## src/rtl/csa_resolver_pkg.sv

```systemverilog
// Shared types and defaults for the carry-save resolver.
package csa_pkg;

  localparam int unsigned CSA_WIDTH = 8;
  localparam int unsigned CSA_DIGIT = 2;

  typedef enum logic [1:0] {
    ST_IDLE = 2'd0,
    ST_RUN  = 2'd1,
    ST_DONE = 2'd2
  } csa_state_e;

endpackage

```

## src/rtl/csa_resolver_if.sv

```systemverilog
// Operand/result handshake bundle for csa_resolver.
interface csa_resolver_if
  import csa_pkg::*;
#(
  parameter int WIDTH = CSA_WIDTH
);
  logic             in_valid;
  logic             in_ready;
  logic [WIDTH-1:0] in_sum;
  logic [WIDTH-1:0] in_carry;
  logic             out_valid;
  logic             out_ready;
  logic [WIDTH+1:0] result;

  // Upstream/downstream environment side.
  modport master (
    output in_valid, in_sum, in_carry, out_ready,
    input  in_ready, out_valid, result
  );

  // Resolver side.
  modport slave (
    input  in_valid, in_sum, in_carry, out_ready,
    output in_ready, out_valid, result
  );
endinterface

```

## src/rtl/csa_resolver_digit_adder.sv

```systemverilog
// DIGIT-bit ripple-carry adder built from single-bit full adders.
module fulladder (
  input  logic a,
  input  logic b,
  input  logic cin,
  output logic s,
  output logic cout
);
  assign s    = a ^ b ^ cin;
  assign cout = (a & b) | (a & cin) | (b & cin);
endmodule

module csa_digit_adder #(
  parameter int DIGIT = 2
) (
  input  logic [DIGIT-1:0] a,
  input  logic [DIGIT-1:0] b,
  input  logic             cin,
  output logic [DIGIT-1:0] s,
  output logic             cout
);
  logic [DIGIT:0] c_s;

  assign c_s[0] = cin;

  for (genvar i = 0; i < DIGIT; i++) begin : g_bit
    fulladder u_fa (
      .a   (a[i]),
      .b   (b[i]),
      .cin (c_s[i]),
      .s   (s[i]),
      .cout(c_s[i+1])
    );
  end

  assign cout = c_s[DIGIT];
endmodule

```

## src/rtl/csa_resolver.sv

```systemverilog
// Digit-serial carry-save to binary resolver: one DIGIT-wide slice of
// sum + 2*carry is produced per clock, least significant slice first.
module csa_resolver
  import csa_pkg::*;
#(
  parameter int WIDTH = CSA_WIDTH,
  parameter int DIGIT = CSA_DIGIT
) (
  input  logic           clk,
  input  logic           rst_n,
  csa_resolver_if.slave  bus
);
  localparam int RW = WIDTH + 2;
  localparam int N  = RW / DIGIT;
  localparam int CW = (N > 1) ? $clog2(N) : 1;
  localparam int IW = (RW > 1) ? $clog2(RW) : 1;
  localparam logic [CW-1:0] K_LAST = CW'(N - 1);

  csa_state_e      state_q, state_d;
  logic [RW-1:0]   a_q, a_d;
  logic [RW-1:0]   b_q, b_d;
  logic [RW-1:0]   result_q, result_d;
  logic [CW-1:0]   k_q, k_d;
  logic            carry_q, carry_d;
  logic            in_ready_q, in_ready_d;
  logic            out_valid_q, out_valid_d;

  logic [IW-1:0]    lsb_s;
  logic [DIGIT-1:0] digit_a_s, digit_b_s, digit_sum_s;
  logic             digit_cout_s;

  // Select the active digit of each operand by index.
  always_comb begin
    lsb_s     = IW'(int'(k_q) * DIGIT);
    digit_a_s = a_q[lsb_s +: DIGIT];
    digit_b_s = b_q[lsb_s +: DIGIT];
  end

  csa_digit_adder #(.DIGIT(DIGIT)) u_digit_adder (
    .a   (digit_a_s),
    .b   (digit_b_s),
    .cin (carry_q),
    .s   (digit_sum_s),
    .cout(digit_cout_s)
  );

  // Next-state logic for the accept / run / hold sequence.
  always_comb begin
    state_d  = state_q;
    a_d      = a_q;
    b_d      = b_q;
    result_d = result_q;
    k_d      = k_q;
    carry_d  = carry_q;
    case (state_q)
      ST_IDLE: begin
        if (bus.in_valid) begin
          a_d      = {2'b00, bus.in_sum};
          b_d      = {1'b0, bus.in_carry, 1'b0};
          result_d = '0;
          k_d      = '0;
          carry_d  = 1'b0;
          state_d  = ST_RUN;
        end else begin
          state_d = ST_IDLE;
        end
      end
      ST_RUN: begin
        result_d[lsb_s +: DIGIT] = digit_sum_s;
        carry_d                  = digit_cout_s;
        if (k_q == K_LAST) begin
          k_d     = '0;
          state_d = ST_DONE;
        end else begin
          k_d = k_q + CW'(1);
        end
      end
      ST_DONE: begin
        if (bus.out_ready) begin
          state_d = ST_IDLE;
        end else begin
          state_d = ST_DONE;
        end
      end
      default: begin
        state_d = ST_IDLE;
      end
    endcase
    in_ready_d  = (state_d == ST_IDLE);
    out_valid_d = (state_d == ST_DONE);
  end

  // State and datapath registers with asynchronous clear.
  always_ff @(posedge clk or negedge rst_n) begin
    if (!rst_n) begin
      state_q     <= ST_IDLE;
      a_q         <= '0;
      b_q         <= '0;
      result_q    <= '0;
      k_q         <= '0;
      carry_q     <= 1'b0;
      in_ready_q  <= 1'b1;
      out_valid_q <= 1'b0;
    end else begin
      state_q     <= state_d;
      a_q         <= a_d;
      b_q         <= b_d;
      result_q    <= result_d;
      k_q         <= k_d;
      carry_q     <= carry_d;
      in_ready_q  <= in_ready_d;
      out_valid_q <= out_valid_d;
    end
  end

  assign bus.in_ready  = in_ready_q;
  assign bus.out_valid = out_valid_q;
  assign bus.result    = result_q;
endmodule

```

## src/flat_wrapper.sv

```systemverilog
// flat-port wrapper written by rule: the top's interface ports become plain ports
module csa_resolver_flat import csa_pkg::*;
#(
  parameter int WIDTH = CSA_WIDTH,
  parameter int DIGIT = CSA_DIGIT
)
  (clk, rst_n, bus_in_valid, bus_in_sum, bus_in_carry, bus_out_ready, bus_in_ready, bus_out_valid, bus_result);
  csa_resolver_if #(.WIDTH(WIDTH)) bus_i ();
  input  logic clk;
  input  logic rst_n;
  input wire logic [$bits(bus_i.in_valid)-1:0] bus_in_valid;
  input wire logic [$bits(bus_i.in_sum)-1:0] bus_in_sum;
  input wire logic [$bits(bus_i.in_carry)-1:0] bus_in_carry;
  input wire logic [$bits(bus_i.out_ready)-1:0] bus_out_ready;
  output wire logic [$bits(bus_i.in_ready)-1:0] bus_in_ready;
  output wire logic [$bits(bus_i.out_valid)-1:0] bus_out_valid;
  output wire logic [$bits(bus_i.result)-1:0] bus_result;
  assign bus_i.in_valid = bus_in_valid;
  assign bus_i.in_sum = bus_in_sum;
  assign bus_i.in_carry = bus_in_carry;
  assign bus_i.out_ready = bus_out_ready;
  assign bus_in_ready = bus_i.in_ready;
  assign bus_out_valid = bus_i.out_valid;
  assign bus_result = bus_i.result;
  csa_resolver #(.WIDTH(WIDTH), .DIGIT(DIGIT)) u_core (.clk(clk), .rst_n(rst_n), .bus(bus_i));
endmodule
```

## config.mk

```make
export PLATFORM = sky130hd
export DESIGN_NAME = csa_resolver_flat
export DESIGN_NICKNAME = d
export VERILOG_FILES = /design/src/rtl/csa_resolver_pkg.sv /design/src/rtl/csa_resolver_if.sv /design/src/rtl/csa_resolver_digit_adder.sv /design/src/rtl/csa_resolver.sv /design/src/flat_wrapper.sv
export SDC_FILE = /design/constraint.sdc
export NUM_CORES = 1
export LEC_CHECK = 0
export CAP_MARGIN = 40
export CORE_MARGIN = 2
export CORE_UTILIZATION = 46
export DETAILED_ROUTE_END_ITERATION = 8
export PLACE_DENSITY = 0.76
export SYNTH_ARGS = -nofsm -noshare
export SYNTH_HDL_FRONTEND = slang
export SYNTH_SLANG_ARGS = --single-unit
```

## constraint.sdc

```tcl
create_clock -name clk -period 2.5 [get_ports clk]
set_clock_uncertainty 0.1 [all_clocks]
set_input_delay 0.5 -clock clk [delete_from_list [all_inputs] [get_ports clk]]
set_output_delay 0.5 -clock clk [all_outputs]
set_load 0.01 [all_outputs]
```

## Yosys cells after proc, flatten, opt, wreduce, memory -nomap -nowiden

Index checks and enable logic that the tools add are counted.

- Register bits: 34
- Input port bits: 20
- Output and inout port bits: 12
- Logic and storage cells: 50

- Add/subtract/negate cells: 2
- Equality and inequality tests: 5
- Shifts and indexed selects: 4
- Muxes and demuxes: 12
- Bitwise logic cells: 14
- Reduce and logical (&&, ||, !) cells: 5

Operator list:

| kind | count |
|---|---|
| case mux 10 bit (2 select lines) | 1 |
| indexed part select 10 x 5 -> 2 bit | 2 |
| bitwise mux 10 bit | 1 |
| two-way mux 10 bit | 1 |
| variable shift 2 x 6 -> 10 bit, first input constant | 1 |
| indexed part select 2 x 6 -> 10 bit | 1 |
| bitwise AND 1 bit | 6 |
| two-way mux 3 bit | 2 |
| negation 4 -> 6 bit | 1 |
| case mux 2 bit (3 select lines) | 1 |
| case mux 3 bit (2 select lines) | 1 |
| equality test 2 bit, second input constant | 2 |
| logical NOT 2 bit | 2 |
| two-way mux 2 bit | 2 |
| bitwise OR 1 bit | 4 |
| AND reduction 2 bit | 2 |
| bitwise XOR 1 bit | 4 |
| adder 3 x 1 -> 3 bit, second input constant | 1 |
| equality test 3 bit, second input constant | 1 |
| equality test 2 x 1 -> 1 bit, second input constant | 1 |
| two-way mux 1 bit | 2 |
| inequality test 2 bit, second input constant | 1 |
| case mux 1 bit (2 select lines) | 1 |
| nonzero test 2 bit | 1 |

## Longest topological paths before layout

Gate-level depths: netlist of the first run.

- Depth in word-level cells: 8
- Mapped depth: 8
- Depth with buffers taken out: 7

## Modules after synthesis

Synthesis of the first run repeated with hierarchy kept, for this count alone.

- Cell total of the unflattened synthesis: 173
- Area, all modules: 1770.4 um2

Modules (own cells, without submodules):

| module | instances | cells an instance | area an instance (um2) | sequential area each (um2) |
|---|---|---|---|---|
| csa_resolver | 1 | 171 | 1730.4 | 852.1 |
| fulladder | 2 | 1 | 20.0 | 0.0 |

## Least setup slack after synthesis of the first run

No wires, ideal clock.

- Path type: flip-flop to flip-flop
- Start: reg u_core.k_q[0]
- End: reg u_core.result_q[5], in the netlist u_core.bus.result[5]
- Library setup time: 0.079 ns
- Arrival time: 2.463 ns
- Data required time: 2.321 ns
- Slack: -0.143 ns
- Cell stages (with the launch flop): 8
- Period minus slack after synthesis: 2.643 ns
- Cells stage by stage: dfrtp_1 buf_2 mux4_2 nand2_1 fa_1 fa_1 or4_1 mux2i_1

- Longest elaborated chain between the ends: 8
- Elaborated cells on any way between the ends: 16
- Classes of those cells: 1 x add/sub; 4 x shift; 2 x mux; 9 x bitwise

Ends and longest elaborated chain:

| what | line | text |
|---|---|---|
| from (decl) | csa_resolver.sv:23 | `logic [CW-1:0] k_q, k_d;` |
| from (signal assigned) | csa_resolver.sv:109 | `k_q <= k_d;` |
| indexed part select 10 x 5 -> 2 bit (on tied branches) | csa_resolver.sv:35, csa_resolver.sv:36 |  |
| bitwise AND 1 bit | csa_resolver_digit_adder.sv:10 | `assign cout = (a & b) \| (a & cin) \| (b & cin);` |
| bitwise OR 1 bit (2 in a row) | csa_resolver_digit_adder.sv:10 |  |
| bitwise XOR 1 bit | csa_resolver_digit_adder.sv:9 | `assign s = a ^ b ^ cin;` |
| indexed part select 2 x 6 -> 10 bit | csa_resolver.sv:69 | `result_d[lsb_s +: DIGIT] = digit_sum_s;` |
| bitwise mux 10 bit (*) | csa_resolver.sv:69 |  |
| case mux 10 bit (2 select lines) (*) | csa_resolver.sv:55 | `case (state_q)` |
| to (signal assigned) | csa_resolver.sv:108 | `result_q <= result_d;` |
| to (decl) | csa_resolver.sv:22 | `logic [RW-1:0] result_q, result_d;` |

Every way passes the cells marked *; elsewhere a longest branch is shown, timed or not.
A chain may end at the register's enable or synchronous reset.

## Worst setup path after layout of the first run

Same ends and word-level chain as after synthesis.

==> results of run 1 <==
[worst max path at each step]
| stage | startpoint | to | slack [ns] | depth (start not counted) |
|---|---|---|---|---|
| 2_1_floorplan | u_core.k_q[0] | u_core.bus.result[5] | -0.04 | 7 |
| 3_3_place_gp | u_core.k_q[0] | u_core.bus.result[5] | 0.07 | 6 |
| 3_5_place_dp | u_core.k_q[0] | u_core.bus.result[5] | -0.02 | 6 |
| 4_1_cts | u_core.k_q[0] | u_core.bus.result[5] | -0.02 | 6 |
| 5_1_grt | u_core.k_q[0] | u_core.bus.result[5] | -0.08 | 6 |
| 6_report | u_core.k_q[0] | u_core.bus.result[5] | -0.02 | 6 |
[layout make-up]
cell class,instances,area [sq um]
fillers,298,1360
flip-flops and latches,34,853
multi-input cells,93,811
repair buffers,42,393
clock buffers,8,110
well taps,48,60.1
inverters,5,18.8
[registers in the layout (all words and copies together) (netlist names)]
name                  cells
u_core.bus.in_ready       1
u_core.bus.out_valid      1
u_core.b_q                8
u_core.bus.result        10
u_core.k_q                3
u_core.a_q                8
u_core.state_q            2
u_core.carry_q            1
[timing repair]
action,CTS,global route
endpoints found under the hold margin,0,0
pin swaps,1,0
hold buffers,0,0
resized for setup,1,0
setup endpoints to repair,1,2
[per-layer routing]
| layer | up-vias | global-route usage (%) | wire [um] |
|---|---|---|---|
| met5 | - | 0 | 0 |
| met4 | 0 | 5.59 | 44 |
| met2 | 33 | 33.0 | 1820 |
| met3 | 5 | 5.38 | 165 |
| li1 | 575 | - | - |
| met1 | 582 | 19.1 | 1350 |
[power breakdown]
part | internal (W) | total (W) | switching, W
logic | 0.000803 | 0.00150 | 0.000699
registers | 0.000797 | 0.000959 | 0.000161
clock network | 0.000278 | 0.000474 | 0.000196
[kinds of logic after synthesis]
group / synth area share [%]
flip-flops: 49.9
buffers and inverters: 2.86
AO/OA/AOI/OAI: 5.13
multiplexers: 20.5
AND/OR/NAND/NOR: 14.1
adder cells (fa/ha/maj): 7.48
[worst max-delay path: stages (launching register included)]
cell and delay, ns:
dfrtp_2 0.45, mux4_2 0.36, nand2_2 0.06, fa_2 0.39
fa_1 0.50, or4_1 0.42, mux2i_1 0.15
[through the flow]
| step | worst slack (ns) | setup TNS [ns] | util [%] | area, sq um |
|---|---|---|---|---|
| final | -0.0160 | -0.0160 | 62.3 | 2250 |
| after global routing | -0.0755 | -0.0920 | 62.3 | 2250 |
| after CTS | -0.0206 | -0.0206 | 62.3 | 2250 |
| after detailed placement | -0.0202 | -0.0202 | 59.2 | 2130 |
| after global placement | 0.0718 | 0 | 59.2 | 2130 |
| after floorplan | -0.0407 | -0.0407 | - | 1720 |
[cell usage after synthesis (2+ instances only)]
master / number / area (sq um)
nand2_1: 17 / 63.8
mux2_1: 10 / 113
mux2i_1: 8 / 80.1
mux4_2: 3 / 67.6
o211ai_1: 2 / 15.0
fa_1: 2 / 40.0
nor2_1: 3 / 11.3
nand3b_1: 2 / 15.0
o21ai_1: 2 / 10.0
buf_2: 3 / 15.0
nand2b_1: 2 / 12.5
o21ai_0: 4 / 20.0
a21oi_1: 2 / 10.0
ha_1: 7 / 87.6
or4_1: 2 / 15.0
nor3_1: 4 / 20.0
or3_1: 4 / 25.0
dfrtp_1: 33 / 826
mux2_2: 8 / 90.1
inv_1: 5 / 18.8
[layout by cell type, fill, tap and decap left out, types with 3 or more instances in the layout]
cell type        netlist  layout
o21ai_0                4       4
mux4_2                 3       3
clkbuf_8               0       8
nor3_1                 4       4
dfrtp_1               33      32
mux2_2                 8       8
mux2_1                10      10
buf_4                  0      11
ha_1                   7       7
or3_1                  4       4
inv_1                  5       5
nand2_1               17      16
clkdlybuf4s50_1        0      31
mux2i_1                8       8
nor2_1                 3       3
==> metrics.txt, run 1 <==
outcome=finished with violations; failing checks=negative setup slack; # DRC=0; CTS clk-pin slew, worst paths=0.07 ns; nets@finish=210; clock latency on the worst-skew pair=0.29 ns; Ports=32; Mapped Nets=166; Hold Crit Start=u_core.a_q[6]; area delta synth->final=31.6%; CTS root buf=clkbuf_8; worst relative slew slack=70.1%; Worst Hold Class=flip-flop to flip-flop; max_cap viols=0; 1st-pass router iterations=4; Power Dens Cells=1310 nW/um^2; syn_area_per_cell=12.5 sq um; Fmax achieved=397 MHz; hold worst-path end=u_core.a_q[6]; Peak VDD IR=0.681 mV; final worst slack=-0.0160 ns; GR Overflow Total=0; total die area=4210 sq um; initial antenna violation count=0; Die W=64.9 um; post-synth cell types=34; DRT Wirelength=3370 um; core area=3610 sq um; largest net degree at the start of global routing=35; GRT Total Usage=17.8%; Critical Path RT=2.60 ns; final hold viol count=0; CP Max Fanout=6; hold depth=1; synth warn=0; layout cells sized above 1=20.3%; Post-synth EDFFs=0; Worst Setup Path Type=flip-flop to flip-flop; Slew @ Worst Pin=0.446 ns; CTS tree=yes; fin cells=230; CTS Buf Count=5; Worst EP arrival=2.62 ns; reg-to-reg startpoint=u_core.k_q[0]; Mapped Area=1710 sq um; synthesized flop and latch total=34; vias per std cell=5.20; prevailing post-synth register cell=dfrtp_1; die height=64.9 um; H-Tree Depth=2; reg2reg end=u_core.bus.result[5]; asr flop ratio synth=100%; Syn Inst Count=137; register area share after synthesis=49.9%; fin crit period=2.52 ns; Final period util=101%; Final Max Slew Viols=0; vias in the first global route=1237; Starting DRT DRC Count=25; Inserted Diodes=0; FF-to-FF setup slack=-0.02 ns; R2R cell count=6; Setup violations, final=1; buffer count from post-CTS setup fixing=0; Final Hold Slack=0.391 ns; Detail Placement HPWL=2480 um; first-pass GRT wire length=5550 um; port buffer count=31; leakage=0.944 nW; Placed Cells incl. Taps=222; CTS Buffer Depth=2; initial core utilization=47.3%; Final Power=0.00294 W; type of element capturing the critical path=flip-flop; DR vias=1195; startpoint class of the critical path=flip-flop; WL/cell=14.7 um; num rows=22; post-route ant nets=0; CTS sink count=34; RSZ-0062 raised after global routing=yes; global placement routability congestion=0.842
Note: power is estimated with default switching activity, not from simulation.
==> inputs of run 2 (changes only) <==
--- a/config.mk
+++ b/config.mk
@@ -13,3 +13,4 @@
 export SYNTH_ARGS = -nofsm -noshare
 export SYNTH_HDL_FRONTEND = slang
 export SYNTH_SLANG_ARGS = --single-unit
+export TNS_END_PERCENT = 5
==> metrics.txt, run 2 (synthesis gave the netlist of run 1 again) <==
most frequent CP cell=fa_2; GRT Total Usage=18.2% (was 17.8%); Fmax achieved=406 MHz (was 397 MHz); outcome=complete, no violations (was finished with violations); CTS sink count=34 (unchanged); DRT Wirelength=3400 um (was 3370 um); initial antenna violation count=0 (unchanged); CTS Buffer Depth=2 (unchanged); Critical Path, Cell by Cell=mux4_2, nand2_2, fa_2, fa_2, or4_1, mux2i_1 (was mux4_2, nand2_2, fa_2, fa_1, or4_1, mux2i_1); Peak VDD IR=0.531 mV (was 0.681 mV); area delta synth->final=32.3% (was 31.6%); final hold viol count=0 (unchanged); GR Overflow Total=0 (unchanged); Design Area, Final=2260 sq um (was 2250 sq um); startpoint class of the critical path=flip-flop (unchanged); DR vias=1199 (was 1195); CP Max Fanout=6 (unchanged); WL/cell=14.8 um (was 14.7 um); crit-path max cell delay=0.47 ns (was 0.50 ns); fin cells=230 (unchanged); post-route ant nets=0 (unchanged); DP Area=2130 sq um (unchanged); vias per std cell=5.21 (was 5.20); fin crit period=2.46 ns (was 2.52 ns); nets@finish=210 (unchanged); type of element capturing the critical path=flip-flop (unchanged); CTS root buf=clkbuf_8 (unchanged); initial core utilization=47.3% (unchanged); CTS clk-pin slew, worst paths=0.07 ns (about the same); Worst EP arrival=2.58 ns (was 2.62 ns); Die W=64.9 um (unchanged); Slew @ Worst Pin=0.455 ns (was 0.446 ns); Final Max Slew Viols=0 (unchanged); largest net degree at the start of global routing=35 (unchanged); max_cap viols=0 (unchanged); post-place setup slack=-0.00613 ns (was -0.0202 ns); max reg flops=10 (unchanged); num rows=22 (unchanged); buffer count from post-CTS setup fixing=0 (unchanged); vias in the first global route=1260 (was 1237); 1st-pass router iterations=4 (unchanged); Worst Hold Class=flip-flop to flip-flop (unchanged); clock latency on the worst-skew pair=0.28 ns (was 0.29 ns); Final Power=0.00299 W (was 0.00294 W); slowest CP cell=fa_2 (was fa_1); # DRC=0 (unchanged); Final period util=98.5% (was 101%); CTS Buf Count=5 (unchanged); total die area=4210 sq um (unchanged); Setup violations, final=0 (was 1); Inserted Diodes=0 (unchanged); worst relative slew slack=69.5% (was 70.1%); commonest non-fill, non-tap cell in the layout=dfrtp_1 (unchanged); cts-stage hold buffer count=0 (unchanged); RSZ-0062 raised after global routing=yes (unchanged); core area=3610 sq um (unchanged); Placed Cells incl. Taps=222 (unchanged); port buffer count=31 (unchanged); global placement routability congestion=0.823 (was 0.842); Detail Placement HPWL=2430 um (was 2480 um); Starting DRT DRC Count=63 (was 25); Final Hold Slack=0.393 ns (was 0.391 ns); Worst Setup Path Type=flip-flop to flip-flop (unchanged); layout cells sized above 1=22.0% (was 20.3%); leakage=0.944 nW (about the same); Critical Path RT=2.61 ns (was 2.60 ns); first-pass GRT wire length=5640 um (was 5550 um); CTS tree=yes (unchanged); die height=64.9 um (unchanged); most frequent cells in the layout=dfrtp_1, clkdlybuf4s50_1, nand2_1 (unchanged); Power Dens Cells=1330 nW/um^2 (was 1310 nW/um^2); H-Tree Depth=2 (unchanged); Ports=32 (unchanged); final worst slack=0.0363 ns (was -0.0160 ns)
-- run 2: layout make-up --
class                           count  area (sq um)
Tap cell                           48          60.1
Inverter                            5          18.8
Clock buffer                        8           110
Multi-Input combinational cell     93           823
Timing Repair Buffer               42           393
Fill cell                         310          1350
Sequential cell                    34           853
-- run 2: metrics by stage --
step / util (%) / setup TNS [ns]
2_1_floorplan: - / -0.0518
3_3_place_gp: 59.2 / 0
3_5_place_dp: 59.2 / -0.00613
4_1_cts: 62.3 / 0
5_1_grt: 62.6 / -0.0581
6_report: 62.6 / 0
-- run 2: worst max-delay path, delay by kind of cell, from the launching register on --
kind / cells / cell delay, ns
adders and majority gates: 2 / 0.87
muxes: 2 / 0.49
and+or+nand+nor: 2 / 0.48
DFF: 1 / 0.45
-- run 2: layer usage --
layer,vias up,wire length (um),track usage [%]
met5,-,0,0
met4,0,110,10.6
met3,10,203,6.77
met2,40,1760,30.3
met1,578,1320,19.7
li1,571,-,-
-- run 2: path summary, 6_finish.rpt --
check                      depth (start not counted)                    to  slack, ns           from
setup reg to reg                                   6  u_core.bus.result[5]       0.04  u_core.k_q[0]
hold reg to reg                                    1         u_core.b_q[8]       0.39  u_core.b_q[8]
setup / recovery                                   6  u_core.bus.result[5]       0.04  u_core.k_q[0]
max in group asynchronous                          2         u_core.k_q[0]       1.46          rst_n
hold / removal                                     1         u_core.b_q[8]       0.39  u_core.b_q[8]
min in group asynchronous                          2  u_core.bus.result[1]       0.52          rst_n
-- run 2: power by group --
| group | switching, W | leakage (nW) | internal (W) |
|---|---|---|---|
| logic | 0.000751 | 0.462 | 0.000829 |
| clock network | 0.000189 | 0.0575 | 0.000278 |
| registers | 0.000149 | 0.425 | 0.000798 |
-- run 2: timing repair --
action                                 4_1_cts  5_1_grt
pin swaps                                    1        0
endpoints found under the hold margin        0        0
gates resized for setup                      1        3
setup endpoints to repair                    1        2
==> inputs of run 3 (changes only) <==
--- a/config.mk
+++ b/config.mk
@@ -7,9 +7,9 @@
 export LEC_CHECK = 0
 export CAP_MARGIN = 40
 export CORE_MARGIN = 2
-export CORE_UTILIZATION = 46
+export CORE_UTILIZATION = 51
 export DETAILED_ROUTE_END_ITERATION = 8
-export PLACE_DENSITY = 0.76
+export PLACE_DENSITY = 0.79
 export SYNTH_ARGS = -nofsm -noshare
 export SYNTH_HDL_FRONTEND = slang
 export SYNTH_SLANG_ARGS = --single-unit
==> constraint.sdc (replaced) <==
create_clock -name clk -period 2.54 [get_ports clk]
set_clock_uncertainty 0.1 [all_clocks]
set_input_delay 0.508 -clock clk [delete_from_list [all_inputs] [get_ports clk]]
set_output_delay 0.508 -clock clk [all_outputs]
set_load 0.01 [all_outputs]
==> metrics.txt, run 3 (synthesis gave the netlist of run 1 again) <==
Critical Path RT=2.70 ns (was 2.61 ns); core area=3280 sq um (was 3610 sq um); crit-path max cell delay=0.46 ns (was 0.47 ns); num rows=21 (was 22); Power Dens Cells=1220 nW/um^2 (was 1330 nW/um^2); filler cell count=266 (was 310); Detail Placement HPWL=2450 um (was 2430 um); most frequent CP cell=fa_2 (unchanged); reg-to-reg startpoint=u_core.k_q[0] (unchanged); startpoint class of the critical path=flip-flop (unchanged); port buffer count=31 (unchanged); Hold Crit Start=u_core.a_q[7] (was u_core.b_q[8]); Critical Path, Cell by Cell=mux4_2, nand2_2, fa_2, fa_2, or3_1, mux2i_1 (was mux4_2, nand2_2, fa_2, fa_2, or4_1, mux2i_1); max reg flops=10 (unchanged); initial core utilization=52.0% (was 47.3%); Die W=61.8 um (was 64.9 um); # DRC=0 (unchanged); DRT Wirelength=3260 um (was 3400 um); Placed Cells incl. Taps=217 (was 222); Starting DRT DRC Count=47 (was 63); CTS root buf=clkbuf_4 (was clkbuf_8); CP Max Fanout=6 (unchanged); leakage=0.905 nW (was 0.944 nW); CTS tree=yes (unchanged); clock latency on the worst-skew pair=0.34 ns (was 0.28 ns); hold depth=1 (unchanged); Worst Hold Class=flip-flop to flip-flop (unchanged); outcome=complete, no violations (unchanged); Worst Setup Path Type=flip-flop to flip-flop (unchanged); Worst EP arrival=2.59 ns (was 2.58 ns); CTS sink count=34 (unchanged); die height=61.8 um (was 64.9 um); CTS Buf Count=5 (unchanged); type of element capturing the critical path=flip-flop (unchanged); fin crit period=2.43 ns (was 2.46 ns); initial antenna violation count=0 (unchanged); slowest CP cell=dfrtp_2 (was fa_2); cts-stage hold buffer count=0 (unchanged); area delta synth->final=27.3% (was 32.3%); Ports=32 (unchanged); fin cells=225 (was 230); CTS clk-pin slew, worst paths=0.10 ns (was 0.07 ns); vias per std cell=5.43 (was 5.21); total die area=3820 sq um (was 4210 sq um); most frequent cells in the layout=dfrtp_1, clkdlybuf4s50_1, nand2_1 (unchanged); Layout Utilization=66.1% (was 62.6%); Final period util=95.7% (was 98.5%); 1st-pass router iterations=4 (unchanged); nets@finish=207 (was 210); largest net degree at the start of global routing=35 (unchanged); WL/cell=14.5 um (was 14.8 um); global placement routability congestion=0.799 (was 0.823); first-pass GRT wire length=5460 um (was 5640 um); commonest non-fill, non-tap cell in the layout=dfrtp_1 (unchanged); FF-to-FF setup slack=0.11 ns (was 0.04 ns); Fmax achieved=411 MHz (was 406 MHz); CTS Buffer Depth=2 (unchanged); R2R cell count=6 (unchanged); worst relative slew slack=70.6% (was 69.5%); GRT Total Usage=20.2% (was 18.2%); H-Tree Depth=2 (unchanged); Inserted Diodes=0 (unchanged); layout cells sized above 1=18.4% (was 22.0%); setup TNS=0 ns (unchanged); vias in the first global route=1236 (was 1260); Final Max Slew Viols=0 (unchanged); post-route ant nets=0 (unchanged); max_cap viols=0 (unchanged); final hold viol count=0 (unchanged); DR vias=1222 (was 1199); Setup violations, final=0 (unchanged); Peak VDD IR=0.634 mV (was 0.531 mV); Slew @ Worst Pin=0.438 ns (was 0.455 ns); reg2reg end=u_core.bus.result[3] (was u_core.bus.result[5]); GR Overflow Total=0 (unchanged); hold worst-path end=u_core.a_q[7] (was u_core.b_q[8])
run 3: cell types whose count changed in the layout (fill, tap and decap cells not counted):
cell and delta:
buf_4 -3, a31oi_2 -1, clkbuf_4 +5, clkbuf_1 +2, a21oi_1 +1, clkbuf_8 -7, a21oi_2 -1, a31oi_1 +1
run 3: stage by stage:
step | instance area (sq um) | hold slack [ns] | setup slack [ns] | power [W]
2_1_floorplan | 1720 | 0.112 | -0.00234 | 0.00186
3_3_place_gp | 2110 | 0.372 | 0.0710 | 0.00228
5_1_grt | 2170 | 0.428 | -0.00217 | 0.00287
6_report | 2170 | 0.399 | 0.109 | 0.00265
4_1_cts | 2170 | 0.402 | 0.00309 | 0.00266
3_5_place_dp | 2110 | 0.379 | 0.0340 | 0.00234
run 3: worst max path at each step:
stage	start	to	cells after the start
final	u_core.k_q[0]	u_core.bus.result[3]	6
after global routing	u_core.k_q[0]	u_core.bus.result[5]	6
after CTS	u_core.k_q[0]	u_core.bus.result[3]	6
after detailed placement	u_core.k_q[0]	u_core.bus.result[5]	6
after global placement	u_core.k_q[0]	u_core.bus.result[5]	6
after floorplan	u_core.k_q[0]	u_core.bus.result[5]	7
run 3: timing repair:
item / 4_1_cts / 5_1_grt
endpoints found under the hold margin: 0 / 0
endpoints found under the setup margin: 0 / 4
resized for setup: 0 / 2
setup buffers: 0 / 0
run 3: where the power goes:
part	switching (W)	internal [W]
Sequential	0.000143	0.000783
Combinational	0.000667	0.000740
Clock	0.000177	0.000137
run 3: per-layer routing:
metal  routed length, um  vias to the layer above  part of all wire [%]  track usage (%)
met4                  67                        0                   2.1             8.81
met3                 148                        7                   4.5             6.21
li1                    -                      570                     -                -
met2                1760                       39                    54             35.5
met1                1290                      606                    39             22.6
met5                   0                        -                     0                0
run 3: cell type report:
cell class	instances	area, sq um	share of cell area (%)
Clock buffer	8	58.8	2.71
Inverter	5	18.8	0.864
Multi-Input combinational cell	93	813	37.4
Sequential cell	34	853	39.3
Tap cell	46	57.6	2.65
Timing Repair Buffer	39	370	17.1
run 3: worst max-delay path, delay by kind of cell, from the launching register on:
family	cells	cell delay, ns
and+or+nand+nor	2	0.44
DFF	1	0.46
muxes	2	0.50
adders and majority gates	2	0.85
